[config.mk]
export PLATFORM = sky130hd
export DESIGN_NAME = alu_seq
export DESIGN_NICKNAME = d
export VERILOG_FILES = /design/src/rtl/alu_pkg.sv /design/src/rtl/alu_rot_unit.sv /design/src/rtl/alu_seq.sv
export SDC_FILE = /design/constraint.sdc
export NUM_CORES = 1
export LEC_CHECK = 0
export ABC_AREA = 0
export CAP_MARGIN = 20
export CORE_UTILIZATION = 40
export DETAILED_ROUTE_END_ITERATION = 16
export PLACE_DENSITY = 0.66
export SYNTH_ARGS = -nofsm -noshare
export SYNTH_HDL_FRONTEND = slang
export SYNTH_SLANG_ARGS = --single-unit
[constraint.sdc]
create_clock -name clk -period 2.8 [get_ports clk]
set_input_delay 0.56 -clock clk [delete_from_list [all_inputs] [get_ports clk]]
set_output_delay 0.56 -clock clk [all_outputs]
set_load 0.01 [all_outputs]
[src/rtl/alu_pkg.sv]
// Shared opcode encodings, FSM states and flag bit positions for the sequential ALU.
// Flag positions N and V are only meaningful when ALU_FLAGS_EXT_EN is defined.
package alu_pkg;

    localparam logic [2:0] OP_ADD = 3'b000;
    localparam logic [2:0] OP_SUB = 3'b001;
    localparam logic [2:0] OP_ADC = 3'b010;
    localparam logic [2:0] OP_SBC = 3'b011;
    localparam logic [2:0] OP_AND = 3'b100;
    localparam logic [2:0] OP_OR  = 3'b101;
    localparam logic [2:0] OP_XOR = 3'b110;
    localparam logic [2:0] OP_ROR = 3'b111;

    typedef enum logic [1:0] {
        S_IDLE = 2'b00,
        S_ROT  = 2'b01
    } state_t;

    localparam int FLAG_C    = 0;
    localparam int FLAG_Z    = 1;
    localparam int FLAG_N    = 2;
    localparam int FLAG_V    = 3;
    localparam int NUM_FLAGS = 4;

endpackage

[src/rtl/alu_rot_unit.sv]
// WIDTH+1 bit rotate-through-carry ring with a down-counter; one right rotation per edge.
// 'last' flags the edge that performs the final step; dout/cout present that step's result.
module alu_rot_unit #(
    parameter int WIDTH = 16,
    parameter int AW    = $clog2(WIDTH + 1)
) (
    input  logic             clk,
    input  logic             rst_n,
    input  logic             start,
    input  logic [WIDTH-1:0] din,
    input  logic             cin,
    input  logic [AW-1:0]    amt,
    output logic             busy,
    output logic             last,
    output logic [WIDTH-1:0] dout,
    output logic             cout
);

    logic [WIDTH-1:0] data_reg;
    logic             c_reg;
    logic [AW-1:0]    cnt_reg;
    logic [WIDTH-1:0] rot_data;
    logic             rot_c;

    // Ring {c, data} shifts right: carry enters the MSB, data LSB becomes the carry.
    generate
        for (genvar gi = 0; gi < WIDTH - 1; gi++) begin : g_ring
            assign rot_data[gi] = data_reg[gi+1];
        end
    endgenerate
    assign rot_data[WIDTH-1] = c_reg;
    assign rot_c             = data_reg[0];

    always_ff @(posedge clk or negedge rst_n) begin
        if (!rst_n) begin
            data_reg <= '0;
            c_reg    <= 1'b0;
            cnt_reg  <= '0;
        end else if (start) begin
            data_reg <= din;
            c_reg    <= cin;
            cnt_reg  <= amt;
        end else if (cnt_reg != '0) begin
            data_reg <= rot_data;
            c_reg    <= rot_c;
            cnt_reg  <= cnt_reg - 1'b1;
        end
    end

    assign busy = (cnt_reg != '0);
    assign last = (cnt_reg == AW'(1));
    assign dout = rot_data;
    assign cout = rot_c;

endmodule

[src/rtl/alu_seq.sv]
// Handshaked ALU: single-cycle add/sub/logic, multi-cycle rotate-through-carry, registered flags.
// Define ALU_FLAGS_EXT_EN to drive the negative (n) and signed-overflow (v) flags.
module alu_seq
    import alu_pkg::*;
#(
    parameter int WIDTH = 16
) (
    input  logic             clk,
    input  logic             rst_n,
    input  logic             in_valid,
    output logic             in_ready,
    input  logic [2:0]       aluop,
    input  logic [WIDTH-1:0] in1,
    input  logic [WIDTH-1:0] in2,
    input  logic             cin,
    output logic             out_valid,
    input  logic             out_ready,
    output logic [WIDTH-1:0] aluout,
    output logic             c,
    output logic             z,
    output logic             n,
    output logic             v
);

    localparam int AW = $clog2(WIDTH + 1);

    state_t               state_reg, state_next;
    logic                 out_valid_reg, out_valid_next;
    logic [WIDTH-1:0]     aluout_reg, aluout_next;
    logic [NUM_FLAGS-1:0] flags_reg, flags_next;

    logic [AW-1:0]    amt;
    logic             accept;
    logic             rot_start;
    logic             rot_busy;
    logic             rot_last;
    logic [WIDTH-1:0] rot_dout;
    logic             rot_cout;

    logic [WIDTH:0]   wide_res;
    logic [WIDTH-1:0] op_res;
    logic             op_c;
    logic             op_arith;
    logic             op_subt;
    logic             op_v;

    logic             load;
    logic [WIDTH-1:0] load_res;
    logic             load_c;
    logic             load_v;

    assign amt       = in2[AW-1:0];
    assign in_ready  = (state_reg == S_IDLE) & (~out_valid_reg | out_ready);
    assign accept    = in_valid & in_ready;
    assign rot_start = accept & (aluop == OP_ROR) & (amt != '0);

    alu_rot_unit #(
        .WIDTH (WIDTH),
        .AW    (AW)
    ) u_rot (
        .clk   (clk),
        .rst_n (rst_n),
        .start (rot_start),
        .din   (in1),
        .cin   (cin),
        .amt   (amt),
        .busy  (rot_busy),
        .last  (rot_last),
        .dout  (rot_dout),
        .cout  (rot_cout)
    );

    // Arithmetic is done zero-extended in WIDTH+1 bits so bit WIDTH is carry/borrow.
    always_comb begin
        wide_res = '0;
        op_res   = in1;
        op_c     = flags_reg[FLAG_C];
        op_arith = 1'b0;
        op_subt  = 1'b0;
        op_v     = 1'b0;
        case (aluop)
            OP_ADD: begin
                wide_res = {1'b0, in1} + {1'b0, in2};
                op_arith = 1'b1;
            end
            OP_ADC: begin
                wide_res = {1'b0, in1} + {1'b0, in2} + {{WIDTH{1'b0}}, cin};
                op_arith = 1'b1;
            end
            OP_SUB: begin
                wide_res = {1'b0, in1} - {1'b0, in2};
                op_arith = 1'b1;
                op_subt  = 1'b1;
            end
            OP_SBC: begin
                wide_res = {1'b0, in1} - {1'b0, in2} - {{WIDTH{1'b0}}, cin};
                op_arith = 1'b1;
                op_subt  = 1'b1;
            end
            OP_AND: op_res = in1 & in2;
            OP_OR:  op_res = in1 | in2;
            OP_XOR: op_res = in1 ^ in2;
            // Zero-amount rotate is a pass-through that still loads the carry.
            OP_ROR: begin
                op_res = in1;
                op_c   = cin;
            end
            default: op_res = in1;
        endcase
        if (op_arith) begin
            op_res = wide_res[WIDTH-1:0];
            op_c   = wide_res[WIDTH];
            if (op_subt)
                op_v = (in1[WIDTH-1] != in2[WIDTH-1]) && (op_res[WIDTH-1] != in1[WIDTH-1]);
            else
                op_v = (in1[WIDTH-1] == in2[WIDTH-1]) && (op_res[WIDTH-1] != in1[WIDTH-1]);
        end
    end

    always_comb begin
        state_next     = state_reg;
        out_valid_next = out_valid_reg & ~out_ready;
        aluout_next    = aluout_reg;
        flags_next     = flags_reg;
        load           = 1'b0;
        load_res       = op_res;
        load_c         = op_c;
        load_v         = op_v;
        case (state_reg)
            S_IDLE: begin
                if (accept) begin
                    if (rot_start)
                        state_next = S_ROT;
                    else
                        load = 1'b1;
                end
            end
            S_ROT: begin
                if (rot_last) begin
                    load       = 1'b1;
                    load_res   = rot_dout;
                    load_c     = rot_cout;
                    load_v     = 1'b0;
                    state_next = S_IDLE;
                end else if (!rot_busy) begin
                    state_next = S_IDLE;
                end
            end
            default: state_next = S_IDLE;
        endcase
        if (load) begin
            out_valid_next     = 1'b1;
            aluout_next        = load_res;
            flags_next[FLAG_C] = load_c;
            flags_next[FLAG_Z] = (load_res == '0);
`ifdef ALU_FLAGS_EXT_EN
            flags_next[FLAG_N] = load_res[WIDTH-1];
            flags_next[FLAG_V] = load_v;
`endif
        end
`ifndef ALU_FLAGS_EXT_EN
        // Without the extension these bits stay constant zero and fold away.
        flags_next[FLAG_N] = 1'b0;
        flags_next[FLAG_V] = 1'b0;
`endif
    end

    always_ff @(posedge clk or negedge rst_n) begin
        if (!rst_n) begin
            state_reg     <= S_IDLE;
            out_valid_reg <= 1'b0;
            aluout_reg    <= '0;
            flags_reg     <= '0;
        end else begin
            state_reg     <= state_next;
            out_valid_reg <= out_valid_next;
            aluout_reg    <= aluout_next;
            flags_reg     <= flags_next;
        end
    end

    assign out_valid = out_valid_reg;
    assign aluout    = aluout_reg;
    assign c         = flags_reg[FLAG_C];
    assign z         = flags_reg[FLAG_Z];
    assign n         = flags_reg[FLAG_N];
    assign v         = flags_reg[FLAG_V];

endmodule

== Word-level counts from Yosys, hierarchy flattened ==
Index checks and enable logic that the tools add are counted.
Widths: inputs -> output; s select.

* Register bits: 43
* Logic and storage cells: 69
* Bits of input ports: 40

* Equality and inequality tests: 12
* Reductions and logical operators: 8
* Bitwise logic cells: 11
* Add/subtract/negate cells: 5
* Mux-type cells: 26

{| class="wikitable"
|+ Operators with widths
! cell !! number
|-
| $mux 16 || 5
|-
| $pmux 17 s4 || 1
|-
| $pmux 16 s3 || 1
|-
| $add 16x16->17 || 1
|-
| $add 17x1->17 || 1
|-
| $sub 16x16->17 || 1
|-
| $sub 17x1->17 || 1
|-
| $and 16x16->16 || 1
|-
| $logic_not 16->1 || 1
|-
| $or 16x16->16 || 1
|-
| $xor 16x16->16 || 1
|-
| $eq 3x3->1 const B || 4
|-
| $mux 1 || 11
|-
| $mux 5 || 2
|-
| $reduce_bool 5->1 || 2
|-
| $mux 2 || 4
|-
| $eq 3x2->1 const B || 2
|-
| $and 1x1->1 || 5
|-
| $eq 5x1->1 const B || 1
|-
| $sub 5x1->5 const B || 1
|-
| $ne 2x2->1 const B || 2
|-
| $pmux 2 s2 || 1
|-
| $reduce_or 4->1 || 1
|-
| $eq 3x1->1 const B || 1
|-
| other kinds (9) || 10
|}

== Longest topological paths before layout ==
Gate-level depths: netlist (run 1).

* Depth in word-level cells: 10
* Depth in mapped cells: 17

== By module ==
A second synthesis (run 1) with hierarchy kept.

* Cell total of the unflattened synthesis: 773
* Area total of the unflattened synthesis: 6132.1 µm²

{| class="wikitable"
|+ Modules (own cells, without submodules)
! module !! area an instance (µm²) !! cells an instance !! instances
|-
| alu_seq || 5037.3 || 669 || 1
|-
| alu_rot_unit || 1094.8 || 104 || 1
|}

== Worst setup path before layout (run 1) ==
Ideal clock, no wire load.

* Kind: input to register
* Start: input in1[0]
* End: register flags_reg[1]
* Stages: 15
* Arrival time: 3.688 ns
* Data required time: 2.734 ns
* Setup slack: -0.954 ns
* Setup time: 0.066 ns
* Path through: inv_1 -> ha_1 -> inv_1 -> fa_1 -> xor2_1 -> and3_1 -> nor3b_1 -> nand3_1 -> a2111oi_1 -> xnor2_1 -> nor2_1 -> o32a_1 -> nor4_1 -> nor4bb_1 -> a31o_1

* Longest elaborated chain between the ends: 7
* Elaborated cells between the ends (all ways): 13
* Classes of those cells: add/sub (4); mux (5); bitwise (3); reduce/logical (1)

{| class="wikitable"
|+ Ends and longest elaborated chain
! element !! line !! text
|-
| from (decl) || alu_seq.sv:13 || <nowiki>input logic [WIDTH-1:0] in1,</nowiki>
|-
| $sub 16x16->17 / $add 16x16->17 (equally long branches) || -- ||
|-
| $sub 17x1->17 / $add 17x1->17 (equally long branches) || alu_seq.sv:96, alu_seq.sv:87 ||
|-
| $pmux 17 s4 || alu_seq.sv:81 || <nowiki>case (aluop)</nowiki>
|-
| $mux 16 * || alu_seq.sv:110 || <nowiki>if (op_arith) begin</nowiki>
|-
| $mux 16 || alu_seq.sv:139 || <nowiki>if (rot_last) begin</nowiki>
|-
| $mux 16 * || alu_seq.sv:129 || <nowiki>case (state_reg)</nowiki>
|-
| $logic_not 16->1 * || alu_seq.sv:155 || <nowiki>flags_next[FLAG_Z] = (load_res == '0);</nowiki>
|-
| to (signal assigned) || alu_seq.sv:178 || <nowiki>flags_reg <= flags_next;</nowiki>
|-
| to (decl) || alu_seq.sv:30 || <nowiki>logic [NUM_FLAGS-1:0] flags_reg, flags_next;</nowiki>
|}

Mark *: on every way between the ends. The rest lies on a longest branch, timed or not.
A chain may end at the register's enable or synchronous reset.

== Final worst setup path (run 1) ==
Ends and elaborated chain as after synthesis.

==> run_results.csv, run 1 <==
group,metric,value,unit
critical_path,slowest_delay,0.41,ns
floorplanning,dieArea,15700,µm²
global_route,grt_pass1_wl,36800,µm
power,finalPower,0.00495,W
placement,place_inst,1251,
clock_tree,clock_path_buffers,2,
detailed_routing,drtIter0Drc,610,
critical_path,r2r_end,"flags_reg[1]",
critical_path,critPathMostFrequentCell,"buf_6",
detailed_routing,drtPass1Iterations,11,
worst_hold_path,hp-class,"input pin to asynchronous set/reset pin",
global_route,grt_pass1_vias,7157,
timing,clock_skew,0.00340,ns
global_route,grt.total_usage,29.2,%
synth,synth_cell_type_count,84,
power,leakagePower,4.46,nW
critical_path,crit_fanout,4,
final_layout,syn2layout_area_growth,65.4,%
critical_path,cp_slowest_cell,"fa_2",
final_layout,multiInputGateArea,5430,µm²
placement,portBuffers,59,
synth,syn_area_per_cell,7.63,µm²
timing,relSlewSlack,38.6,%
synth,synth-edff-count,0,
final_layout,instances_no_fill,1304,
final_layout,antenna_cells,0,
floorplanning,std_cell_rows,44,
placement,place.gp.congestion,0.939,
placement,place_hpwl,17400,µm
detailed_routing,via_count,7470,
detailed_routing,top_layer,"met4",
timing,rsz0062_at_grt,"true",
critical_path,worst-setup-path-type,"input pin to register",
critical_path,worstPathCellList,"buf_6 > buf_6 > inv_12 > ha_4 > inv_2 > fa_2 > nand2b_4 > a221oi_4 > buf_4 > o311ai_4 > o31ai_4 > buf_6 > a2111oi_4 > buf_4 > and3_1 > o21ai_2 > a31oi_2 > nor4_2 > nor4bb_2 > a31o_1",
timing,fmax,0.272,GHz
power,power.density,492,nW/µm²
global_route,overflow,0,
synth,ys_seq_elements,42,
synth,ys_top_cells_by_area,"dfrtp_1 17%, ha_1 12%, nand2_1 4.9%, mux2i_1 4.4%, inv_1 4.3%",
floorplanning,floorplan.initialDensity,41.4,%
placement,dp_slack,-1.49,ns
detailed_routing,routed_wl,23400,µm
critical_path,cp-end-kind,"register",
synth,synth_cells,797,
critical_path,reg2regPathDepth,9,
final_layout,register_area,1050,µm²
timing,hold_viol,0,
flow_run,cap_viol_max_count,0,
detailed_routing,wl_per_cell,17.9,µm
clock_tree,cts_tree,"yes",
outcome,status,"complete, but fails checks",
timing,post-route-period-util,131,%
detailed_routing,wl_met2,11000,µm
synth,synthTopCellsByCount,"79 x nand2_1, 70 x inv_1, 63 x nor2_1",
detailed_routing,m1WireLength,10200,µm
final_layout,drive_gt1_share,41.5,%
global_route,antenna_found_initial,0,
final_layout,n_fill_cell,1127,
timing,maxSlewViolCount,0,
detailed_routing,wl_met3,1480,µm
power,peakVddDrop,402,µV
timing,timing.final.crit_period,3.67,ns
synth,synth-main-ff-cell,"dfrtp_1",
floorplanning,pin_count,62,
synth,async_flop_share,100,%
timing,tightestPinTransition,0.921,ns
global_route,grt_max_degree,47,
clock_tree,cts-root-buf,"clkbuf_16",
synth,ys_warn_count,0,
clock_tree,cts_sinks,42,
final_layout,num-nets-final,1221,
critical_path,required,2.97,ns
synth,yosys.area.top_type,"dfrtp_1",
critical_path,cp.arrival,3.84,ns
timing,setup_slack,-0.871,ns
floorplanning,core,14700,µm²
clock_tree,numCtsBuffers,5,
timing,setup_violations,14,
outcome,violations,"design-rule violations, negative setup slack",
floorplanning,die_h,125,µm
clock_tree,path_clk_slew,0.06,ns
clock_tree,cts_htree_levels,2,
critical_path,ff2ff_setup_slack,0.12,ns
synth,synth_most_common_cell,"nand2_1",
clock_tree,clock_latency,0.28,ns
critical_path,timing.rr.start,"u_rot.cnt_reg[0]",
critical_path,cp-start-kind,"input pin",
detailed_routing,final_antenna_net_count,0,
synth,synth_top_cell_area_share,17.3,%
detailed_routing,drc_errors,5,
detailed_routing,vias_per_cell,5.73,
synth,synth.cell_area,6080,µm²
floorplanning,die_w,125,µm
synth,synth.yosys.seq_area_share,17.3,%
-- where the power goes --
part / switching [W] / internal (W) / total (W)
sequential: 0.000249 / 0.000909 / 0.00116
clock: 0.000239 / 0.000512 / 0.000751
combinational: 0.00144 / 0.00160 / 0.00304
total: 0.00193 / 0.00302 / 0.00495
-- stage by stage --
step                setup TNS [ns]  cell area, µm²  hold WS [ns]  utilization, %
CTS                          -6.40            9880         0.446            67.2
floorplan                    -3.34            6230         0.264               -
global placement            -17.47            8770         0.464            59.7
detailed placement          -18.05            8770         0.472            59.7
global route                 -9.28           10100         0.496            68.4
finish                       -7.78           10100         0.404            68.4
-- what timing repair did --
action	4_1_cts	5_1_grt
pin swaps	78	33
buffers inserted	46	5
hold buffers	0	0
gates cloned	0	1
resized for setup	162	29
endpoints found under the setup margin	17	16
-- cell type report --
type | count | share of cell area, %
clock inverters | 3 | 0.684
clock buffers | 5 | 1.24
well taps | 184 | 2.29
multi-input cells | 644 | 54.0
inverters | 71 | 2.81
flip-flops and latches | 42 | 10.4
repair buffers | 355 | 28.5
-- cells in the final DEF (no fill, tap or decap), drive strengths merged, types with 13 or more instances in the layout --
cell type	n
a21oi	49
clkdlybuf4s50	41
nand3	20
inv	69
xnor2	30
o21ai	56
dfrtp	42
nand2	79
o211ai	13
mux2i	27
nor4	13
buf	299
ha	60
nor3	25
a211oi	15
nor2	64
-- worst max-delay path: cells and delay by family --
kind | cells | cell delay, ns
adder cells (fa/ha/maj) | 2 | 0.54
buffers and inverters | 7 | 0.81
AND/OR/NAND/NOR | 4 | 0.51
AO/OA/AOI/OAI | 7 | 1.39
-- per-layer routing --
layer  global-route usage (%)  vias up
met5                        0        -
met4                     7.96        0
met3                     2.70       54
met2                     49.0      318
met1                     40.0     3550
li1                         -     3548
-- worst max-delay path by stage --
stage | startpoint | end | slack, ns | depth (start not counted)
after floorplan | in2[1] | flags_reg[1] | -0.55 | 13
after global placement | in2[1] | flags_reg[1] | -1.46 | 14
after detailed placement | in2[1] | flags_reg[1] | -1.49 | 15
after CTS | in1[0] | flags_reg[1] | -0.84 | 17
after global routing | in1[0] | flags_reg[1] | -0.95 | 20
final | in1[0] | flags_reg[1] | -0.87 | 20
-- cell families (layout without fill, tap and decap cells) --
logic type                 after synthesis  after routing  synth area share [%]
other                                    1              2                0.0616
DFF                                     42             42                  17.3
AOI/OAI and AO/OA                      235            235                  27.0
adders and majority gates               62             62                  13.0
muxes                                   43             43                  8.70
and+or+nand+nor                        265            265                  21.4
buffers and inverters                  112            434                  7.30
xor gates and xnor gates                37             37                  5.33
Power figures use the tool's default switching activity.
==> inputs of run 2 (changes only) <==
Settings changed: CAP_MARGIN 20 to unset.
==> results of run 2 <==
Final layout, timing and power as in run 1 (identical DEF).
==> variant: new RTL, flow settings as in run 2 <==
Build with the macro `ALU_FLAGS_EXT_EN` defined.
--- a/src/rtl/alu_seq.sv
+++ b/src/rtl/alu_seq.sv
@@ -1,5 +1,7 @@
 // Handshaked ALU: single-cycle add/sub/logic, multi-cycle rotate-through-carry, registered flags.
 // Define ALU_FLAGS_EXT_EN to drive the negative (n) and signed-overflow (v) flags.
+`define ALU_FLAGS_EXT_EN
+
 module alu_seq
     import alu_pkg::*;
 #(
Function: changed (a bounded check fails within 4 cycles, from zero or initial values and one cycle with rst_n low).
==> variant against run 2 <==
  * The run ends with setup timing left
  * Critical path type unchanged
  * Synthesized area up 2.2%
  * Clock skew is 0.0032 ns higher
  * Cell area fell by 0.81%
  * Largest cell class unchanged
  * Sequential cell count increased by 1
  * Critical endpoint is now flags_reg[2]$_DFFE_PN0P_
  * Wire length down 4.5%
  * Clock power shrank 28%
  * Maximum frequency is 11% lower
  * Via count fell by 3.5%
  * Worst setup slack worse by 0.47 ns
  * Synthesized cell count fell by 2.0%
  * Register-to-register slack improved by 0.09 ns
  * Total power shrank 5.5%
==> variant: results (changes against run 2) <==
failing checks setup timing (was DRC, setup timing); Worst Clk Skew 0.00658 ns (was 0.00340 ns); Iter 0 DRT Violations 520 (was 610); TritonRoute pass-1 iters 5 (was 11); multiplexer area fraction after synthesis 0.100 (was 0.0870); CTS buffer count 5 (unchanged); largest net degree at the start of global routing 46 (was 47); slowest CP cell a2111o_1 (was fa_2); compound-gate portion of the synthesized area 0.252 (was 0.270); Post-Synth Adder-Cell Area 0.127 (was 0.130); Placed Area 0.00882 mm^2 (was 0.00877 mm^2); Skew-Pair Late Insertion Delay 0.29 ns; hpwl dp 16800 um (was 17400 um); vias in the first global route 6984 (was 7157); Area contributors post-synth dfrtp_1, ha_1, mux4_2 (was dfrtp_1, ha_1, nand2_1); first-pass GRT wire length 35200 um (was 36800 um); Leak 4.46 nW (about the same); critical path's top delay family simple AND/OR/NAND/NOR gates (was compound AO/OA/AOI/OAI gates); max reg flops 16; port buffer count 61 (was 59); Sw Pwr 1.87 mW (was 1.93 mW); Arr. time, crit path 4.31 ns (was 3.84 ns); sequential-to-total area share from yosys stat 0.173 (about the same); setup TNS -12.68 ns (was -7.78 ns); Max FO, Critical Path 3 (was 4); status complete, but fails checks (unchanged); H-tree depth 2 (unchanged); final worst slack -1.34 ns (was -0.871 ns); Synth top cells by count inv_1, nand2_1, ha_1 (was nand2_1, inv_1, nor2_1); CP peak stage delay 0.50 ns (was 0.41 ns); VDD IR-drop max 0.386 mV (was 0.402 mV); Hold Path Class in -> async (unchanged); final setup vio count 14 (unchanged); Max-slew headroom 0.345 (was 0.386); Synth Area in XOR/XNOR 0.0563 (was 0.0533); Synth cell types 83 (was 84); Post-layout nets 1204 (was 1221); Placer Congestion 0.940 (was 0.939); total wire length 22300 um (was 23400 um); vias 7209 (was 7470); share of cells above drive strength 1 0.432 (was 0.415); gr usage total 0.276 (was 0.292); Ys Warns 0 (unchanged)
-- variant: cell types whose count changed after synthesis, moves of 5 or more --
| cell | delta |
|---|---|
| nor3_1 | -11 |
| nand2_1 | -10 |
| clkbuf_8 | +8 |
| mux4_2 | +7 |
| o21bai_1 | +7 |
| or2_2 | +7 |
| o221ai_1 | -6 |
| o31ai_1 | -6 |
| nor2_1 | -5 |
| nor4_1 | -5 |
-- variant: layout make-up --
| cell class | instances | area (um^2) |
|---|---|---|
| inverter | 73 | 293 |
| fill | 1259 | 5220 |
| multi-input combinational | 619 | 5270 |
| clock buffer | 6 | 129 |
| tap | 188 | 235 |
| timing repair buffer | 360 | 2980 |
| sequential | 43 | 1080 |
-- variant: power groups by stage --
stage | clock (mW) | sequential (mW) | combinational (mW)
3_3_place_gp | 0 | 1.16 | 2.54
5_1_grt | 0.577 | 1.21 | 3.20
3_5_place_dp | 0 | 1.17 | 2.60
2_1_floorplan | 0 | 1.17 | 1.38
6_report | 0.543 | 1.17 | 2.97
4_1_cts | 0.550 | 1.16 | 2.78
-- variant: final timing paths --
check	slack [ns]	cells after the start	from	endpoint
setup / recovery	-1.34	18	in1[0]	flags_reg[2]$_DFFE_PN0P_
hold / removal	0.43	1	rst_n	u_rot.cnt_reg[0]$_DFFE_PN0P_
setup reg to reg	0.21	12	u_rot.cnt_reg[0]$_DFFE_PN0P_	flags_reg[1]$_DFFE_PN0P_
hold reg to reg	0.46	2	aluout[7]$_DFFE_PN0P_	aluout[7]$_DFFE_PN0P_
max in group asynchronous	1.75	1	rst_n	u_rot.data_reg[14]$_DFFE_PN0P_
min in group clk	0.46	2	aluout[7]$_DFFE_PN0P_	aluout[7]$_DFFE_PN0P_
-- variant: through the flow --
| stage | setup slack (ns) | cells |
|---|---|---|
| 2_1_floorplan | -1.25 | 781 |
| 3_3_place_gp | -1.93 | 1236 |
| 3_5_place_dp | -2.02 | 1236 |
| 4_1_cts | -1.34 | 1280 |
| 5_1_grt | -1.44 | 1289 |
| 6_report | -1.34 | 1289 |
-- variant: repair_timing --
action                                  CTS  global route
pin swaps                                59            45
setup buffers                            39             9
gates resized for setup                 154            57
endpoints found under the setup margin   18            18
-- variant: cell families after synthesis --
family,after synthesis
simple gates,243
compound gates,230
mux,44
fa+ha+maj,62
buf+inv,119
flops,43
xor+xnor,40
-- variant: routing by layer --
metal | track usage | share of wire | vias to the layer above
met3 | 0.0295 | 0.053 | 42
met5 | 0 | 0 | -
met4 | 0.0861 | 0.025 | 0
met2 | 0.472 | 0.48 | 242
li1 | - | - | 3471
met1 | 0.366 | 0.44 | 3454
